===== src/rtl/pll_supervisor_pkg.sv =====
// Shared types and helpers for the PLL lock supervisor.
package pll_supervisor_pkg;

  typedef enum logic [2:0] {
    ARESET,
    WAIT,
    STABLE,
    LOCKED,
    FAULT
  } pll_state_t;

  // Bits needed to hold values 0..v-1, never less than one bit.
  function automatic int unsigned clog2_min1(input int unsigned v);
    int unsigned w;
    w = $clog2(v);
    return (w == 0) ? 1 : w;
  endfunction

endpackage


===== src/rtl/pll_lock_fsm.sv =====
// Per-PLL lock supervisor: lock synchroniser, retry FSM and registered status.
// Optional loss counter enabled by PLL_SUPERVISOR_LOSS_COUNT_EN.
module pll_lock_fsm
  import pll_supervisor_pkg::*;
#(
  parameter int unsigned SYNC_STAGES   = 3,
  parameter int unsigned ARESET_CYCLES = 16,
  parameter int unsigned LOCK_TIMEOUT  = 65535,
  parameter int unsigned STABLE_CYCLES = 1024,
  parameter int unsigned MAX_RETRIES   = 7
) (
  input  logic       clock,
  input  logic       reset,
  input  logic       pll_locked,
  input  logic       clear_fault,
  output logic       pll_areset,
  output logic       pll_ok,
  output logic       pll_fault
`ifdef PLL_SUPERVISOR_LOSS_COUNT_EN
  ,
  output logic [7:0] loss_count
`endif
);

  localparam int unsigned CNT_MAX0 = (ARESET_CYCLES > LOCK_TIMEOUT) ? ARESET_CYCLES : LOCK_TIMEOUT;
  localparam int unsigned CNT_MAX  = (CNT_MAX0 > STABLE_CYCLES) ? CNT_MAX0 : STABLE_CYCLES;
  localparam int unsigned CW       = clog2_min1(CNT_MAX);
  localparam int unsigned RW       = clog2_min1(MAX_RETRIES + 1);
  localparam logic [RW-1:0] MAXR   = RW'(MAX_RETRIES);

  logic [SYNC_STAGES-1:0] sync_q, sync_d;
  pll_state_t             state_q, state_d;
  logic [CW-1:0]          cnt_q, cnt_d;
  logic [RW-1:0]          retry_q, retry_d;
  logic [RW-1:0]          retry_inc;
  logic                   areset_q, areset_d;
  logic                   ok_q, ok_d;
  logic                   fault_q, fault_d;
  logic                   lk;
  logic                   fail;

  assign lk = sync_q[SYNC_STAGES-1];

  always_comb begin
    sync_d    = {sync_q[SYNC_STAGES-2:0], pll_locked};
    state_d   = state_q;
    cnt_d     = cnt_q;
    retry_d   = retry_q;
    fail      = 1'b0;
    // Saturating increment covers the retry-forever build, where nothing caps the count.
    retry_inc = (retry_q == '1) ? retry_q : retry_q + RW'(1);

    unique case (state_q)
      ARESET: begin
        if (cnt_q == CW'(ARESET_CYCLES - 1)) begin
          state_d = WAIT;
          cnt_d   = '0;
        end else begin
          cnt_d = cnt_q + CW'(1);
        end
      end
      WAIT: begin
        if (lk) begin
          state_d = STABLE;
          cnt_d   = '0;
        end else if (cnt_q == CW'(LOCK_TIMEOUT - 1)) begin
          fail = 1'b1;
        end else begin
          cnt_d = cnt_q + CW'(1);
        end
      end
      STABLE: begin
        if (!lk) begin
          fail = 1'b1;
        end else if (cnt_q == CW'(STABLE_CYCLES - 1)) begin
          state_d = LOCKED;
          cnt_d   = '0;
          retry_d = '0;
        end else begin
          cnt_d = cnt_q + CW'(1);
        end
      end
      LOCKED: begin
        if (!lk) begin
          state_d = ARESET;
          cnt_d   = '0;
        end
      end
      FAULT: begin
        if (clear_fault) begin
          state_d = ARESET;
          cnt_d   = '0;
          retry_d = '0;
        end
      end
      default: begin
        state_d = ARESET;
        cnt_d   = '0;
      end
    endcase

    if (fail) begin
      retry_d = retry_inc;
      cnt_d   = '0;
      state_d = ((MAX_RETRIES != 0) && (retry_inc == MAXR)) ? FAULT : ARESET;
    end

    areset_d = (state_q == ARESET) || (state_q == FAULT);
    ok_d     = (state_q == LOCKED);
    fault_d  = (state_q == FAULT);
  end

  always_ff @(posedge clock) begin
    if (reset) begin
      sync_q   <= '0;
      state_q  <= ARESET;
      cnt_q    <= '0;
      retry_q  <= '0;
      areset_q <= 1'b1;
      ok_q     <= 1'b0;
      fault_q  <= 1'b0;
    end else begin
      sync_q   <= sync_d;
      state_q  <= state_d;
      cnt_q    <= cnt_d;
      retry_q  <= retry_d;
      areset_q <= areset_d;
      ok_q     <= ok_d;
      fault_q  <= fault_d;
    end
  end

  assign pll_areset = areset_q;
  assign pll_ok     = ok_q;
  assign pll_fault  = fault_q;

`ifdef PLL_SUPERVISOR_LOSS_COUNT_EN
  logic [7:0] loss_q, loss_d;

  always_comb begin
    loss_d = loss_q;
    if (clear_fault) begin
      loss_d = '0;
    end else if ((state_q == LOCKED) && !lk && (loss_q != 8'hFF)) begin
      loss_d = loss_q + 8'd1;
    end
  end

  always_ff @(posedge clock) begin
    if (reset) begin
      loss_q <= '0;
    end else begin
      loss_q <= loss_d;
    end
  end

  assign loss_count = loss_q;
`endif

endmodule


===== src/rtl/pll_supervisor.sv =====
// Multi-PLL lock supervisor with ordered per-domain reset release.
// Optional per-PLL loss counters enabled by PLL_SUPERVISOR_LOSS_COUNT_EN.
module pll_supervisor
  import pll_supervisor_pkg::*;
#(
  parameter int unsigned NPLL          = 2,
  parameter int unsigned SYNC_STAGES   = 3,
  parameter int unsigned ARESET_CYCLES = 16,
  parameter int unsigned LOCK_TIMEOUT  = 65535,
  parameter int unsigned STABLE_CYCLES = 1024,
  parameter int unsigned MAX_RETRIES   = 7,
  parameter int unsigned SEQ_GAP       = 256
) (
  input  logic              clock,
  input  logic              reset,
  input  logic [NPLL-1:0]   pll_locked,
  input  logic [NPLL-1:0]   clear_fault,
  output logic [NPLL-1:0]   pll_areset,
  output logic [NPLL-1:0]   domain_sreset,
  output logic [NPLL-1:0]   pll_ok,
  output logic [NPLL-1:0]   pll_fault,
  output logic              all_ready
`ifdef PLL_SUPERVISOR_LOSS_COUNT_EN
  ,
  output logic [8*NPLL-1:0] loss_count
`endif
);

  localparam int unsigned PW = clog2_min1(NPLL + 1);
  localparam int unsigned GW = clog2_min1(SEQ_GAP + 1);

  for (genvar gi = 0; gi < NPLL; gi++) begin : g_pll
    pll_lock_fsm #(
      .SYNC_STAGES  (SYNC_STAGES),
      .ARESET_CYCLES(ARESET_CYCLES),
      .LOCK_TIMEOUT (LOCK_TIMEOUT),
      .STABLE_CYCLES(STABLE_CYCLES),
      .MAX_RETRIES  (MAX_RETRIES)
    ) u_fsm (
      .clock      (clock),
      .reset      (reset),
      .pll_locked (pll_locked[gi]),
      .clear_fault(clear_fault[gi]),
      .pll_areset (pll_areset[gi]),
      .pll_ok     (pll_ok[gi]),
      .pll_fault  (pll_fault[gi])
`ifdef PLL_SUPERVISOR_LOSS_COUNT_EN
      ,
      .loss_count (loss_count[8*gi +: 8])
`endif
    );
  end

  logic [PW-1:0]   ptr_q, ptr_d;
  logic [GW-1:0]   gap_q, gap_d;
  logic [NPLL-1:0] sreset_q, sreset_d;
  logic            ready_q, ready_d;
  logic            collapse;
  logic            ok_at_ptr;
  int unsigned     drop_idx;

  always_comb begin
    sreset_d  = sreset_q;
    ptr_d     = ptr_q;
    gap_d     = gap_q;
    collapse  = 1'b0;
    drop_idx  = 0;
    ok_at_ptr = 1'b0;

    // Lowest already-released domain whose PLL dropped wins; it outranks any release.
    for (int unsigned i = 0; i < NPLL; i++) begin
      if (!collapse && (i < 32'(ptr_q)) && !pll_ok[i]) begin
        collapse = 1'b1;
        drop_idx = i;
      end
      if (i == 32'(ptr_q)) ok_at_ptr = pll_ok[i];
    end

    if (collapse) begin
      for (int unsigned i = 0; i < NPLL; i++) begin
        if (i >= drop_idx) sreset_d[i] = 1'b1;
      end
      ptr_d = PW'(drop_idx);
      gap_d = '0;
    end else if (32'(ptr_q) < NPLL) begin
      if (ok_at_ptr && ((ptr_q == '0) || (gap_q == GW'(SEQ_GAP)))) begin
        for (int unsigned i = 0; i < NPLL; i++) begin
          if (i == 32'(ptr_q)) sreset_d[i] = 1'b0;
        end
        ptr_d = ptr_q + PW'(1);
        gap_d = '0;
      end else if (gap_q != GW'(SEQ_GAP)) begin
        gap_d = gap_q + GW'(1);
      end
    end

    ready_d = &(~sreset_q);
  end

  always_ff @(posedge clock) begin
    if (reset) begin
      ptr_q    <= '0;
      gap_q    <= '0;
      sreset_q <= '1;
      ready_q  <= 1'b0;
    end else begin
      ptr_q    <= ptr_d;
      gap_q    <= gap_d;
      sreset_q <= sreset_d;
      ready_q  <= ready_d;
    end
  end

  assign domain_sreset = sreset_q;
  assign all_ready     = ready_q;

endmodule


===== config.mk =====
export PLATFORM = sky130hd
export DESIGN_NAME = pll_supervisor
export DESIGN_NICKNAME = d
export VERILOG_FILES = /design/src/rtl/pll_supervisor_pkg.sv /design/src/rtl/pll_lock_fsm.sv /design/src/rtl/pll_supervisor.sv
export SDC_FILE = /design/constraint.sdc
export NUM_CORES = 1
export LEC_CHECK = 0
export ABC_AREA = 1
export CAP_MARGIN = 5
export CORE_MARGIN = 10
export CORE_UTILIZATION = 25
export DETAILED_ROUTE_END_ITERATION = 10
export DONT_BUFFER_PORTS = 1
export HOLD_SLACK_MARGIN = 0.02
export SYNTH_ARGS = -nofsm -noshare
export SYNTH_HDL_FRONTEND = slang
export SYNTH_SLANG_ARGS = --single-unit

===== constraint.sdc =====
create_clock -name clock -period 1.8 [get_ports clock]
set_clock_uncertainty 0.15 [all_clocks]
set_input_delay 0.27 -clock clock [delete_from_list [all_inputs] [get_ports clock]]
set_output_delay 0.27 -clock clock [all_outputs]
set_load 0.05 [all_outputs]

After elaboration in Yosys (flattened, before gate mapping)
Index checks and enable logic that the tools add are counted.
{"block": "word_totals", "regBits": 70, "output_inout_bits": 9, "elab_cells": 177, "inputBits": 6}
{"block": "classes", "n_bitwise": 1, "magnitude_cmp": 5, "n_eq_ne": 43, "reduce_logical": 34, "mux": 69, "n_addsub": 6}
{"operator": "$mux 16", "count": 14}
{"operator": "$pmux 16 s5", "count": 2}
{"operator": "$mux 3", "count": 24}
{"operator": "$ge 1x32->1 const A", "count": 2}
{"operator": "$add 16x1->16 const B", "count": 2}
{"operator": "$eq 16x10->1 const B", "count": 2}
{"operator": "$eq 16x16->1 const B", "count": 2}
{"operator": "$eq 16x4->1 const B", "count": 2}
{"operator": "$pmux 3 s5", "count": 2}
{"operator": "$ne 3x1->1 const B", "count": 8}
{"operator": "$reduce_and 4->1", "count": 6}
{"operator": "$eq 3x3->1 const B", "count": 6}
{"operator": "$mux 9", "count": 2}
{"operator": "$mux 1", "count": 15}
{"operator": "$eq 3x2->1 const B", "count": 4}
{"operator": "$mux 2", "count": 6}
{"operator": "$ne 3x3->1 const B", "count": 4}
{"operator": "$pmux 3 s2", "count": 2}
{"operator": "$reduce_and 6->1", "count": 2}
{"operator": "$reduce_bool 2->1", "count": 5}
{"operator": "$add 9x1->9 const B", "count": 1}
{"operator": "$eq 9x9->1 const B", "count": 1}
{"operator": "$ne 9x9->1 const B", "count": 1}
{"operator": "$ne 2x1->1 const B", "count": 4}
{"operator": "other kinds (18)", "count": 39}

Depth between registers and ports, before layout
{"block": "logic_depth", "word_depth": 10, "mapped_depth": 13}

Cells and area by module
Synthesis repeated with hierarchy kept, for this count alone.
{"block": "hier_totals", "hier_cells": 594, "hier_area_um2": 3962.6}
{"mod": "pll_lock_fsm", "cells_each": 229, "n_inst": 2, "area_each_um2": 1545.2}
{"mod": "pll_supervisor", "cells_each": 136, "n_inst": 1, "area_each_um2": 872.1}

Least setup slack after synthesis
OpenSTA, ideal clock, no wires.
{"block": "synth_path", "kind": "reg2reg", "start": "reg g_pll[1].u_fsm.cnt_q[0]", "end": "reg g_pll[1].u_fsm.cnt_q[10]", "path_buffers": 0, "setup_time_ps": 64, "period_less_slack_ps": 1696, "path_slack_ps": 104, "required_ps": 1586, "stages_incl_launch_ff": 14, "t_arrival_ps": 1482, "cell_sequence": "dfxtp_1 -> inv_1 -> ha_1 -> nand2_1 -> nor2_1 -> nand2_1 -> nor2_4 -> nand2_4 -> nand2_2 -> nor2_2 -> inv_2 -> nor2_2 -> inv_2 -> nor2_1"}
{"block": "synth_between", "elab_chain_cells": 5, "elab_cells_between_ends": 16}
{"item": "start: declaration", "line_no": "pll_lock_fsm.sv:33", "text": "logic [CW-1:0] cnt_q, cnt_d;"}
{"item": "start signal: assignment", "line_no": "pll_lock_fsm.sv:125", "text": "cnt_q <= cnt_d;"}
{"item": "branches (longest 5 deep; another with $add 16x1->16)"}
Parallel ways; which one is timed is not known. The select of a mux whose other input is x is not followed.
A chain may end at the register's enable or synchronous reset.

Worst setup path after layout
{"block": "layout_path", "start": "reg g_pll[1].u_fsm.cnt_q[0]", "end": "reg g_pll[1].u_fsm.cnt_q[7]"}
The elaborated chain is that of the path after synthesis.

==> results.md <==
* Critical path type: flip-flop to flip-flop
* Synthesized instance count at 646
* Total gr overflow at 0
* Dpl ws at -0.03223 ns
* Dominant cells by area after synthesis: dfxtp_1, nand2_1, nor2_1, inv_1, nand3_1
* Starting Density at 25.77%
* FFs w/ async S/R, synth at 0%
* RePlAce Congestion at 0.8467
* Failing checks: setup timing
* Hold_sp: reset
* Startpoint types: flip-flop
* Worst Path Required at 1.89 ns
* Clk root buf: clkbuf_16
* Syn. warnings at 0
* Clk slew on worst S/H paths at 0.06 ns
* Hold Vio Cnt, Final at 0
* Die width at 148.7 um
* Data arrival time of the worst path at 1.90 ns
* IO Count at 15
* FF-to-FF Start: g_pll[1].u_fsm.cnt_q[0]$_SDFFE_PP0P_
* # DRC at 0
* Clk_lat worst skew at 0.34 ns
* Crit path max-delay family: simple AND/OR/NAND/NOR gates
* Die Span Y at 148.7 um
* Layout overhead on the synthesized area at 33.81%
* CP Cell Sequence: inv_4 -> ha_4 -> nand2_2 -> nor2_2 -> nand2_2 -> nor2_4 -> nand2_4 -> nand3_4 -> buf_6 -> nor2_2 -> o21ai_1 -> nor2_1
* Hold endpoint: g_pll[1].u_fsm.cnt_q[9]$_SDFFE_PP0P_
* Routed vias/inst at 4.299
* Crit-path slowest cell: dfxtp_4
* Minimum clock period after layout at 1.813 ns
* PortBufs at 0
* RSZ-0062 raised after global routing: true
* Top cell type by total area after synthesis: dfxtp_1
* Drt pass-1 iters at 4
* Hold Crit Class: input pin to flip-flop
* Maximum clock frequency at 551.7 MHz
* Final #Nets at 739
* Post-synthesis sequential area ratio at 33.87%
* DR vias at 4063
* Max_slew headroom at 51.92%
* Final wirelength at 10560 um
* Commonest non-fill, non-tap cells in the layout: nand2_1, nor2_1, inv_1
* Final Max Slew Viols at 0
* Worst Path Max Fanout at 8
* Pin count of the biggest net entering global routing at 17
* Post-Synthesis Cell Area at 4138 um^2
* Iter 0 DRT Violations at 209
* Critical R2R Capture: g_pll[1].u_fsm.cnt_q[7]$_SDFFE_PP0P_
* Share of cells above drive strength 1 at 28.43%
* P_leak at 2.423 nW
* FILL cells at 1680
* Reg2reg path depth at 12
* DR WL/cell at 11.17 um
* Post-synth EDFFs at 0
* Final WS setup at -0.01272 ns
* Worst-margin pin slew at 0.7212 ns
* Initial antenna violation count at 1
* # rows at 46
* First-pass GRT wire length at 16910 um
* Final period utilization at 100.7%
* Max rail drop VDD at 0.0005030 V
* Main synth FF type: dfxtp_1
* Mean Syn Cell Area at 6.405 um^2
* Overall global routing resource usage at 9.319%
* Vias in the first global route at 3650
* CTS Sinks at 70
* Die area at 22100 um^2
* Hold-critical path depth at 5
* Slowest Stage Delay on Critical Path at 0.36 ns
* Syn Nets at 662
* Outcome: finished with violations
* Core area at 16060 um^2
* Total CTS buffers at 9
* ANT nets after route at 0
* Top-area cell type share of the netlist area at 33.87%
* Hpwl dp at 7727 um
* CTS tree: done
* Commonest non-fill, non-tap cell in the layout: nand2_1
* Htree depth at 3
* Pwr dens at 966.4 nW/um^2
* Maxcap violations at 0
* R2R setup slack at -0.01 ns
* Sum of negative setup slack at -0.01272 ns
* Total power at 5.351 mW
* Endpoints failing setup at 1
* Register bit count reported by yosys at 70
* Worst Setup End Kind: flip-flop
* Yosys cell types at 34
* Worst path bufs/invs at 2
* Clock Path Buffers at 2
## logic make-up after synthesis
| kind of cell | after synthesis | share of synthesized area (%) |
|---|---|---|
| XOR/XNOR | 11 | 2.329 |
| AO/OA/AOI/OAI | 59 | 7.832 |
| AND/OR/NAND/NOR | 387 | 41.79 |
| multiplexers | 1 | 0.2721 |
| adder cells (fa/ha/maj) | 10 | 3.024 |
| flip-flops | 70 | 33.87 |
| buffers and inverters | 108 | 10.89 |
## state kept, by name, indices dropped and copies added, names as in the netlist
signal	cells
gap_q	9
domain_sreset	2
g_pll.u_fsm.retry_q	6
g_pll.u_fsm.pll_ok	2
all_ready	1
g_pll.u_fsm.pll_areset	2
g_pll.u_fsm.pll_fault	2
g_pll.u_fsm.sync_q	6
g_pll.u_fsm.cnt_q	32
ptr_q	2
g_pll.u_fsm.state_q	6
## tightest hold or removal path, cell delays in order
cell	delay, ns
nor2_2	0.03
inv_2	0.07
nor2_4	0.05
nand2_1	0.05
nor2_1	0.03
## cells in the mapped netlist (2+ instances only)
library cell	number
buf_6	2
nand3_2	3
o21bai_1	8
nand2_4	2
buf_4	7
o21ai_0	17
ha_1	10
nor2_2	12
dfxtp_1	70
nand3b_1	5
nor2_1	101
xor2_1	9
or2_2	3
inv_1	84
inv_2	11
clkbuf_1	2
nor2_4	4
nand3_1	54
nand2_2	5
nor3_1	7
a21oi_1	31
nand2_1	169
xnor2_1	2
nand4_1	18
## per-layer routing
metal	wire length, um	global-route usage [%]	part of all wire [%]	up-vias
met5	0	0	0	-
met4	164	3.568	1.6	0
met3	345	2.397	3.3	10
met2	4740	14.32	45	44
met1	5307	12.18	50	1811
li1	-	-	-	2198
## what timing repair did
item,in CTS,in global routing
pin swaps,3,23
hold endpoints to repair,21,0
hold buffers,5,0
endpoints found under the setup margin,17,52
gates cloned,0,1
buffers inserted,2,8
gates resized for setup,3,100
## how the worst max path moves through the flow
stage / startpoint / endpoint / slack, ns / cells after the start
6_report: g_pll[1].u_fsm.cnt_q[0]$_SDFFE_PP0P_ / g_pll[1].u_fsm.cnt_q[7]$_SDFFE_PP0P_ / -0.01 / 12
5_1_grt: g_pll[1].u_fsm.cnt_q[0]$_SDFFE_PP0P_ / g_pll[1].u_fsm.cnt_q[7]$_SDFFE_PP0P_ / -0.11 / 12
4_1_cts: g_pll[1].u_fsm.cnt_q[1]$_SDFFE_PP0P_ / g_pll[1].u_fsm.retry_q[2]$_SDFFE_PP0P_ / 0.00002 / 10
3_5_place_dp: g_pll[0].u_fsm.cnt_q[1]$_SDFFE_PP0P_ / g_pll[0].u_fsm.cnt_q[3]$_SDFFE_PP0P_ / -0.03 / 12
3_3_place_gp: g_pll[0].u_fsm.cnt_q[1]$_SDFFE_PP0P_ / g_pll[0].u_fsm.cnt_q[3]$_SDFFE_PP0P_ / -0.02 / 12
2_1_floorplan: g_pll[1].u_fsm.cnt_q[0]$_SDFFE_PP0P_ / g_pll[1].u_fsm.cnt_q[10]$_SDFFE_PP0P_ / 0.10 / 13
## where the power goes
part	leakage [nW]	internal (mW)	total (mW)	switching, mW
Sequential	0.578	1.69	1.88	0.192
Clock	0.154	1.23	1.96	0.732
Combinational	1.69	0.657	1.51	0.851
Total	2.42	3.58	5.35	1.77
## layout make-up
cell class	count	area, um^2	share of cell area, %
inverters	96	372.9	6.734
repair inverters	1	6.256	0.1130
repair buffers	77	624.3	11.28
multi-input cells	468	2505	45.24
clock inverters	6	93.84	1.695
flip-flops and latches	70	1433	25.88
diodes	1	2.502	0.04520
well taps	216	270.3	4.881
clock buffers	10	229.0	4.136
## through the flow
step | std cells | hold slack [ns] | utilization, % | instance area, um^2
final | 945 | 0.04876 | 34.48 | 5537
after global routing | 945 | 0.06434 | 34.48 | 5537
after CTS | 935 | 0.03608 | 32.27 | 5182
after detailed placement | 912 | 0.1962 | 29.80 | 4786
after global placement | 912 | 0.1962 | 29.80 | 4786
after floorplan | 646 | 0.2270 | - | 4138
(Power assumes the default switching activity.)
